File: config.mk
export PLATFORM = sky130hd
export DESIGN_NAME = systolic_controller_flat
export DESIGN_NICKNAME = d
export VERILOG_FILES = /design/src/rtl/systolic_pkg.sv /design/src/rtl/systolic_controller_if.sv /design/src/rtl/systolic_controller_skew_buffer.sv /design/src/rtl/systolic_controller.sv /design/src/flat_wrapper.sv
export SDC_FILE = /design/constraint.sdc
export NUM_CORES = 1
export LEC_CHECK = 0
export ABC_AREA = 1
export CAP_MARGIN = 20
export CORE_AREA = 2 2 136 138
export DETAILED_ROUTE_END_ITERATION = 10
export DIE_AREA = 0 0 138 140
export GPL_ROUTABILITY_DRIVEN = 0
export PLACE_DENSITY_LB_ADDON = 0.12
export REMOVE_ABC_BUFFERS = 1
export SYNTH_ARGS = -nofsm -noshare
export SYNTH_HDL_FRONTEND = slang
export SYNTH_SLANG_ARGS = --single-unit
export TNS_END_PERCENT = 10
File: constraint.sdc
create_clock -name clk -period 1.55 [get_ports clk]
set_input_delay 0.155 -clock clk [delete_from_list [all_inputs] [get_ports clk]]
set_output_delay 0.155 -clock clk [all_outputs]
set_load 0.03 [all_outputs]
File: src/rtl/systolic_pkg.sv
// systolic_pkg: shared types and constants for the systolic_array sequencer.
package systolic_pkg;

    localparam int OP_W  = 8;
    localparam int ACC_W = 16;

    typedef enum logic [2:0] {
        IDLE,
        CLEAR,
        FEED,
        DRAIN,
        DONE
    } sc_state_t;

    // The last operand needs 2N-1 cycles after feeding ends to reach the
    // far corner PE of an N x N grid.
    function automatic int drain_cycles(input int n);
        return 2 * n - 1;
    endfunction

endpackage

File: src/rtl/systolic_controller_if.sv
// systolic_controller_if: operand, array and result signals of the sequencer.
interface systolic_controller_if
    import systolic_pkg::*;
#(
    parameter int array_size = 3,
    parameter int k_width    = 8
) ();

    logic                          start;
    logic [k_width-1:0]            k_len;
    logic [OP_W*array_size-1:0]    a_vec;
    logic [OP_W*array_size-1:0]    b_vec;
    logic                          op_valid;
    logic                          op_ready;
    logic                          array_clear;
    logic [OP_W*array_size-1:0]    datain;
    logic [OP_W*array_size-1:0]    weightin;
    logic [ACC_W*array_size-1:0]   macouti;
    logic [ACC_W*array_size-1:0]   macoutj;
    logic [ACC_W*array_size-1:0]   res_i;
    logic [ACC_W*array_size-1:0]   res_j;
    logic                          busy;
    logic                          done;

    // Controller side
    modport slave (
        input  start, k_len, a_vec, b_vec, op_valid, macouti, macoutj,
        output op_ready, array_clear, datain, weightin, res_i, res_j, busy, done
    );

    // Operand-buffer / array / host side
    modport master (
        output start, k_len, a_vec, b_vec, op_valid, macouti, macoutj,
        input  op_ready, array_clear, datain, weightin, res_i, res_j, busy, done
    );

endinterface

File: src/rtl/systolic_controller_skew_buffer.sv
// skew_buffer: diagonal skew for an N-lane operand vector. Every lane has an
// entry register; lane i then adds i further delay stages, so lane i leaves
// i cycles after lane 0.
module skew_buffer
    import systolic_pkg::*;
#(
    parameter int N = 3
) (
    input  logic              clk,
    input  logic              reset,
    input  logic [OP_W*N-1:0] din,
    output logic [OP_W*N-1:0] dout
);

    for (genvar lane = 0; lane < N; lane++) begin : g_lane
        logic [OP_W-1:0] pipe [lane+1];

        // Shift this lane's byte through its entry register and delay stages
        always_ff @(posedge clk or negedge reset) begin
            if (!reset) begin
                for (int s = 0; s <= lane; s++) begin
                    pipe[s] <= '0;
                end
            end else begin
                pipe[0] <= din[lane*OP_W +: OP_W];
                for (int s = 1; s <= lane; s++) begin
                    pipe[s] <= pipe[s-1];
                end
            end
        end

        assign dout[lane*OP_W +: OP_W] = pipe[lane];
    end

endmodule

File: src/rtl/systolic_controller.sv
// systolic_controller: runs one tile through the output-stationary
// systolic_array -- clear, skewed feed, drain, result capture, done pulse.
module systolic_controller
    import systolic_pkg::*;
#(
    parameter int array_size = 3,
    parameter int k_width    = 8
) (
    input  logic                 clk,
    input  logic                 reset,
    systolic_controller_if.slave bus
);

    localparam int DRAIN_LEN = drain_cycles(array_size);
    localparam int DRAIN_W   = $clog2(DRAIN_LEN + 1);
    localparam int VEC_W     = OP_W * array_size;
    localparam int RES_W     = ACC_W * array_size;

    sc_state_t           state;
    sc_state_t           state_next;
    logic [k_width-1:0]  beat_cnt;
    logic [DRAIN_W-1:0]  drain_cnt;
    logic                drain_last;
    logic                transfer;
    logic                op_ready_c;
    logic                array_clear_c;
    logic                busy_c;
    logic                done_c;
    logic [VEC_W-1:0]    skew_a_in;
    logic [VEC_W-1:0]    skew_b_in;
    logic [VEC_W-1:0]    data_skewed;
    logic [VEC_W-1:0]    weight_skewed;
    logic [RES_W-1:0]    res_i_q;
    logic [RES_W-1:0]    res_j_q;

    assign drain_last = (drain_cnt == DRAIN_W'(DRAIN_LEN - 1));

    // State register
    always_ff @(posedge clk or negedge reset) begin
        if (!reset) state <= IDLE;
        else        state <= state_next;
    end

    // Beats still owed in this tile: loaded at start, decremented per transfer
    always_ff @(posedge clk or negedge reset) begin
        if (!reset)                          beat_cnt <= '0;
        else if (state == IDLE && bus.start) beat_cnt <= bus.k_len;
        else if (transfer)                   beat_cnt <= beat_cnt - 1'b1;
    end

    // Cycles spent in DRAIN so far; idles at zero in every other state
    always_ff @(posedge clk or negedge reset) begin
        if (!reset)              drain_cnt <= '0;
        else if (state == DRAIN) drain_cnt <= drain_cnt + 1'b1;
        else                     drain_cnt <= '0;
    end

    // Snapshot the edge accumulators once the last product has landed
    always_ff @(posedge clk or negedge reset) begin
        if (!reset) begin
            res_i_q <= '0;
            res_j_q <= '0;
        end else if (state == DRAIN && drain_last) begin
            res_i_q <= bus.macouti;
            res_j_q <= bus.macoutj;
        end
    end

    // Next-state logic and per-state outputs; a bubble or any non-FEED
    // state pushes zeros into the skew so accumulators stay unchanged
    always_comb begin
        state_next    = state;
        transfer      = 1'b0;
        op_ready_c    = 1'b0;
        array_clear_c = 1'b0;
        busy_c        = 1'b1;
        done_c        = 1'b0;
        skew_a_in     = '0;
        skew_b_in     = '0;
        case (state)
            IDLE: begin
                busy_c = 1'b0;
                if (bus.start) state_next = CLEAR;
            end
            CLEAR: begin
                array_clear_c = 1'b1;
                state_next    = (beat_cnt == '0) ? DRAIN : FEED;
            end
            FEED: begin
                op_ready_c = 1'b1;
                if (bus.op_valid) begin
                    transfer  = 1'b1;
                    skew_a_in = bus.a_vec;
                    skew_b_in = bus.b_vec;
                    if (beat_cnt == k_width'(1)) state_next = DRAIN;
                end
            end
            DRAIN: begin
                if (drain_last) state_next = DONE;
            end
            DONE: begin
                done_c     = 1'b1;
                state_next = IDLE;
            end
            default: state_next = IDLE;
        endcase
    end

    skew_buffer #(.N(array_size)) u_skew_data (
        .clk   (clk),
        .reset (reset),
        .din   (skew_a_in),
        .dout  (data_skewed)
    );

    skew_buffer #(.N(array_size)) u_skew_weight (
        .clk   (clk),
        .reset (reset),
        .din   (skew_b_in),
        .dout  (weight_skewed)
    );

    assign bus.op_ready    = op_ready_c;
    assign bus.array_clear = array_clear_c;
    assign bus.busy        = busy_c;
    assign bus.done        = done_c;
    assign bus.datain      = data_skewed;
    assign bus.weightin    = weight_skewed;
    assign bus.res_i       = res_i_q;
    assign bus.res_j       = res_j_q;

endmodule

File: src/flat_wrapper.sv
// flat-port wrapper written by rule: the top's interface ports become plain ports
module systolic_controller_flat import systolic_pkg::*;
#(
    parameter int array_size = 3,
    parameter int k_width    = 8
)
  (clk, reset, bus_start, bus_k_len, bus_a_vec, bus_b_vec, bus_op_valid, bus_macouti, bus_macoutj, bus_op_ready, bus_array_clear, bus_datain, bus_weightin, bus_res_i, bus_res_j, bus_busy, bus_done);
  systolic_controller_if #(.array_size(array_size), .k_width(k_width)) bus_i ();
  input  logic clk;
  input  logic reset;
  input wire logic [$bits(bus_i.start)-1:0] bus_start;
  input wire logic [$bits(bus_i.k_len)-1:0] bus_k_len;
  input wire logic [$bits(bus_i.a_vec)-1:0] bus_a_vec;
  input wire logic [$bits(bus_i.b_vec)-1:0] bus_b_vec;
  input wire logic [$bits(bus_i.op_valid)-1:0] bus_op_valid;
  input wire logic [$bits(bus_i.macouti)-1:0] bus_macouti;
  input wire logic [$bits(bus_i.macoutj)-1:0] bus_macoutj;
  output wire logic [$bits(bus_i.op_ready)-1:0] bus_op_ready;
  output wire logic [$bits(bus_i.array_clear)-1:0] bus_array_clear;
  output wire logic [$bits(bus_i.datain)-1:0] bus_datain;
  output wire logic [$bits(bus_i.weightin)-1:0] bus_weightin;
  output wire logic [$bits(bus_i.res_i)-1:0] bus_res_i;
  output wire logic [$bits(bus_i.res_j)-1:0] bus_res_j;
  output wire logic [$bits(bus_i.busy)-1:0] bus_busy;
  output wire logic [$bits(bus_i.done)-1:0] bus_done;
  assign bus_i.start = bus_start;
  assign bus_i.k_len = bus_k_len;
  assign bus_i.a_vec = bus_a_vec;
  assign bus_i.b_vec = bus_b_vec;
  assign bus_i.op_valid = bus_op_valid;
  assign bus_i.macouti = bus_macouti;
  assign bus_i.macoutj = bus_macoutj;
  assign bus_op_ready = bus_i.op_ready;
  assign bus_array_clear = bus_i.array_clear;
  assign bus_datain = bus_i.datain;
  assign bus_weightin = bus_i.weightin;
  assign bus_res_i = bus_i.res_i;
  assign bus_res_j = bus_i.res_j;
  assign bus_busy = bus_i.busy;
  assign bus_done = bus_i.done;
  systolic_controller #(.array_size(array_size), .k_width(k_width)) u_core (.clk(clk), .reset(reset), .bus(bus_i));
endmodule
Word level (Yosys, flattened, before mapping) --
Index checks and enable logic that the tools add are counted.
Word-level totals: register bits 206, word-level logic and storage cells 54
Cells by class: $add $sub $neg 2, equality and inequality tests 10, mux-type cells 19, reductions and logical operators 6
Operators with widths (number):
- two-way mux 24 bit | 4
- two-way mux 8 bit | 2
- two-way mux 3 bit | 5
- case mux 3 bit (4 select lines) | 1
- equality test 8 x 1 -> 1 bit, second input constant | 1
- logical NOT 8 bit | 1
- subtractor 8 x 1 -> 8 bit, second input constant | 1
- two-way mux 1 bit | 7
- equality test 3 x 2 -> 1 bit, second input constant | 2
- equality test 3 bit, second input constant | 2
- inequality test 2 x 1 -> 1 bit, second input constant | 2
- inequality test 2 bit, second input constant | 2
- AND reduction 4 bit | 1
- adder 3 x 1 -> 3 bit, second input constant | 1
- equality test 3 x 1 -> 1 bit, second input constant | 1
- logical NOT 3 bit | 1
- logical AND 1 bit | 2
- nonzero test 2 bit | 1

Logic depth before layout (Yosys ltp) --
depth in word-level cells 4, gate-level depth with buffers 9

Cells and area by module --
From an unflattened synthesis, not the netlist that was laid out.
Second synthesis, totals: cells, all modules 762, area, all modules 7538.5 sq um
Modules (own cells, without submodules):
- systolic_controller | times used 1, cells an instance 634, area an instance 4895.9 sq um
- skew_buffer | times used 2, cells an instance 64, area an instance 1321.3 sq um

Worst setup path after synthesis --
No wires, ideal clock.
kind register to register, start register u_core.state[2], end register u_core.beat_cnt[5], library setup time 0.117 ns, arrival 1.361 ns, data required time 1.433 ns, slack 0.073 ns, cell stages (with the launch flop) 9, path buffers 0, cell sequence dfrtp_1 inv_1 nand2_1 nor2_2 nand2_1 nand2_2 nand2_1 nor2_1 nor2_1
Between the ends: longest elaborated chain between the ends 3, elaborated cells on any way between the ends 6, those cells by class eq/ne (1); mux (2); reduce/logical (3)
RTL lines:
- start, declared | line systolic_controller.sv:19 | sc_state_t state;
- start signal, assigned | line systolic_controller.sv:41 | else state <= state_next;
- equality test 3 x 2 -> 1 bit / logical NOT 3 bit (equally long branches) | line systolic_controller.sv:80, systolic_controller.sv:47
- two-way mux 1 bit / logical AND 1 bit (equally long branches) | line systolic_controller.sv:80, systolic_controller.sv:47
- nonzero test 2 bit (no source line) / two-way mux 8 bit (equally long branches)
- end signal, assigned | line systolic_controller.sv:47 | else if (state == IDLE && bus.start) beat_cnt <= bus.k_len;
- end signal, assigned | line systolic_controller.sv:48 | else if (transfer) beat_cnt <= beat_cnt - 1'b1;
- end, declared | line systolic_controller.sv:21 | logic [k_width-1:0] beat_cnt;
Several ways; a longest one is shown, not always the timed one. A chain may end at the register's enable or synchronous reset.

Worst setup path after layout --
start register u_core.state[0], end output port bus_op_ready
Between the ends: longest elaborated chain between the ends 2
RTL lines:
- equality test 3 x 2 -> 1 bit | line systolic_controller.sv:80 | case (state)
- two-way mux 1 bit | line systolic_controller.sv:80
- end, declared | line flat_wrapper.sv:18 | output wire logic [$bits(bus_i.op_ready)-1:0] bus_op_ready;
Every way passes these cells.

==> summary.log <==
qor: run_status.run_status complete, but fails checks
qor: run_status.failed_checks setup timing
qor: floorplanning.dieWidth 138 um
qor: logic_synthesis.synth_largest_area_cell sky130_fd_sc_hd__dfrtp_1
qor: cells_and_area.fillers 1503
qor: cts.cts_num_sinks 206
qor: cells_and_area.most_common_cell_after_layout_fill_and_taps_aside sky130_fd_sc_hd__nand2_1
qor: cts.h_tree_levels 1
qor: pwr.power.density 1948 mW/mm^2
qor: timing.timing_max_transition_violations_final 0
qor: logic_synthesis.synth.yosys.seq_area_share 0.6799
qor: setup_path.path_cells buf_6 > inv_4 > nand2_4 > nor2_4 > buf_6 > buf_6
qor: logic_synthesis.synth-warning-count 0
qor: floorplanning.fp.coreArea 0.01778 sq mm
qor: logic_synthesis.post_synth_main_area_contributors sky130_fd_sc_hd__dfrtp_1, sky130_fd_sc_hd__nand2_1, sky130_fd_sc_hd__buf_4, sky130_fd_sc_hd__nor2_1, sky130_fd_sc_hd__inv_1
qor: timing.timing.final.hold_violations 0
qor: setup_path.startpoint_class_of_the_critical_path flop
qor: global_routing.grt_pass1_vias 5864
qor: placement.hpwlAfterDp 14040 um
qor: drt.avgRoutedWirePerCell 15.38 um
qor: cells_and_area.layout-area-overhead-vs-synth 51.93%
qor: logic_synthesis.synth_top_area_share 0.6799
qor: global_routing.grt.overflow.total 0
qor: pwr.total_leakage_power 0.005991 uW
qor: hold_path.hold_path_end u_core.state[1]
qor: flow_run.maxCapViolCount 0
qor: timing.tightestPinTransition 504.9 ps
qor: hold_path.timing.hold.worst_path_depth 4
qor: cts.tritoncts built
qor: timing.unrepaired_setup_endpoints_after_global_routing true
qor: cts.cts_made_buffers 22
qor: floorplanning.core.rowCount 49
qor: setup_path.ff2ff_setup_slack 0 ps
qor: logic_synthesis.synth_cell_type_count 26
qor: cells_and_area.top_library_cells_by_usage_in_the_layout_fill_and_taps_aside sky130_fd_sc_hd__nand2_1, sky130_fd_sc_hd__dfrtp_1, sky130_fd_sc_hd__clkdlybuf4s50_1
qor: setup_path.cp-end-kind output port
qor: setup_path.worst_path_max_delay_cell sky130_fd_sc_hd__dfrtp_1
qor: setup_path.timing.critical_path.buf_inv 4
qor: hold_path.holdCritStartpoint bus_op_valid
qor: logic_synthesis.synthesis.instances 771
qor: timing.clock_skew 11.13 ps
qor: drt.detailedRoute.firstPassIterationCount 4
qor: hold_path.worstHoldPathType input port to flop
qor: setup_path.rr_worst_depth 8
qor: setup_path.r2r_start u_core.state[0]
qor: cells_and_area.layout.cell_area.non_filler 0.01152 sq mm
qor: cts.worst_skew_pair.late_latency 500 ps
qor: setup_path.worst_path_max_fanout 4
qor: drt.ant_nets 0
qor: cells_and_area.instances_no_fill 1312
qor: drt.finalWirelength 20170 um
qor: placement.place_worst_setup_slack 28.10 ps
qor: cts.cts.reportedPaths.clkPinSlew 70 ps
qor: placement.placedCellCount 1259
qor: global_routing.global_route.usage.total 0.2051
qor: setup_path.worst_r2r_endpoint u_core.bus.res_j[29]
qor: drt.drt_first_iter_violations 237
qor: setup_path.path_class flop to output port
qor: logic_synthesis.avgSynthCellArea 9.834 sq um
qor: timing.fmaxAchievable 608.6 MHz
qor: timing.fin_crit_sh 1.060
qor: cts.cts-root-to-sink-buffers 3
qor: floorplanning.fp.dieH 140 um
qor: drt.remaining_drc_errors 0
qor: setup_path.worst_path_largest_cell_delay 400 ps
qor: setup_path.arrival 1490 ps
qor: timing.holdWs 103.1 ps
qor: timing.worst_slew_margin_rel 0.6634
qor: timing.final-setup-viol-count 5
qor: global_routing.grt_first_pass_wirelength 31800 um
qor: timing.finalWorstPathRequiredPeriod 1643 ps
qor: floorplanning.die_area 0.01932 sq mm
qor: timing.fin_ws -93.03 ps
qor: global_routing.grt_start_max_net_pins 75
qor: logic_synthesis.post_synth_instance_area 0.007582 sq mm
qor: cells_and_area.final_nets 1227
qor: drt.vias 5904
qor: placement.port-buffer-count 303
qor: drt.avgViaCountPerCell 4.500
qor: floorplanning.top_level_ports 304
qor: setup_path.crit_path_max_delay_family buffers and inverters
qor: cts.root_buffer sky130_fd_sc_hd__clkbuf_16
qor: cells_and_area.layout-drive-gt1-share 0.08503
qor: floorplanning.initial_utilization 0.4265
qor: setup_path.worst_ep_required_time 1390 ps
qor: pwr.ir_drop 1.202 mV
qor: setup_path.crit_top_cell sky130_fd_sc_hd__buf_6
qor: logic_synthesis.yosys_register_bits 206
qor: global_routing.number_of_antenna_violations_at_the_first_check_in_global_routing 1
qor: placement.postPlaceCellArea 0.01072 sq mm
==> routing by layer <==
metal,track usage,wire [um]
met1,0.2711,8418
met2,0.3288,9397
met3,0.06974,1892
met4,0.05102,465
met5,0,0
==> synth_stat cells (all sizes together) <==
cell type,instances
nand4,1
nor2,72
xnor2,1
or2,3
ha,5
nand3,17
inv,21
o21ai,6
o211ai,3
clkbuf,11
nand2,367
xor2,1
dfrtp,206
nor3,2
buf,53
and2,1
o21bai,1
==> sequential cells by signal, indices dropped and copies added, names as in the netlist <==
name                              count
u_core.u_skew_data.dout              16
u_core.drain_cnt                      3
u_core.bus.res_j                     48
u_core.u_skew_weight.g_lane.pipe     32
u_core.beat_cnt                       8
u_core.bus.res_i                     48
u_core.state                          3
u_core.u_skew_weight.dout            16
u_core.u_skew_data.g_lane.pipe       32
==> through the flow <==
step           utilization  power, uW  setup TNS [ps]
6_report            0.6479      22440          -273.9
3_3_place_gp        0.6030      17710               0
3_5_place_dp        0.6030      17880               0
2_1_floorplan            -      13200         -130870
4_1_cts             0.6380      22420          -372.1
5_1_grt             0.6478      23750           -7465
==> report_power, final <==
part	switching (uW)	internal (uW)	total, uW
combinational	5840	2940	8780
sequential	842	7230	8070
clock	2150	3440	5590
total	8830	13600	22400
==> layout make-up <==
class | instances | area [sq um] | share of cell area
inverter | 21 | 81.33 | 0.007060
multi-input combinational | 480 | 1982 | 0.1720
sequential | 206 | 5157 | 0.4477
timing repair buffer | 335 | 3231 | 0.2804
clock buffer | 29 | 606.8 | 0.05268
clock inverter | 11 | 172.7 | 0.01499
tap | 229 | 286.5 | 0.02487
antenna | 1 | 2.502 | 0.0002172
==> worst max-delay path by stage <==
stage,start,end,slack [ps],cells after the start
2_1_floorplan,u_core.drain_cnt[0],u_core.bus.res_i[0],-1340,7
3_3_place_gp,u_core.state[2],bus_busy,60,3
6_report,u_core.state[0],bus_op_ready,-90,6
4_1_cts,u_core.state[0],bus_op_ready,-150,6
5_1_grt,u_core.state[0],bus_op_ready,-140,6
3_5_place_dp,u_core.state[2],bus_busy,30,3
==> worst min-delay path, delay by kind of cell <==
family | cells | cell delay (ps)
AOI/OAI and AO/OA | 2 | 180
buffers and inverters | 1 | 150
and+or+nand+nor | 1 | 80
==> repair_timing <==
item                                    CTS  global route
hold buffers                              1             0
resized for setup                       150            26
pin swaps                                 0             2
hold endpoints to repair                176             0
endpoints found under the setup margin  148            75
buffers inserted                          0            10
cloned                                    0             1
==> cell families after synthesis <==
kind of cell,Yosys count,share of synthesized area
AOI/OAI and AO/OA,10,0.007921
and+or+nand+nor,463,0.2370
xor gates and xnor gates,2,0.002311
adders and majority gates,5,0.008251
DFF,206,0.6799
buffers and inverters,85,0.06469
(Power assumes the default switching activity.)
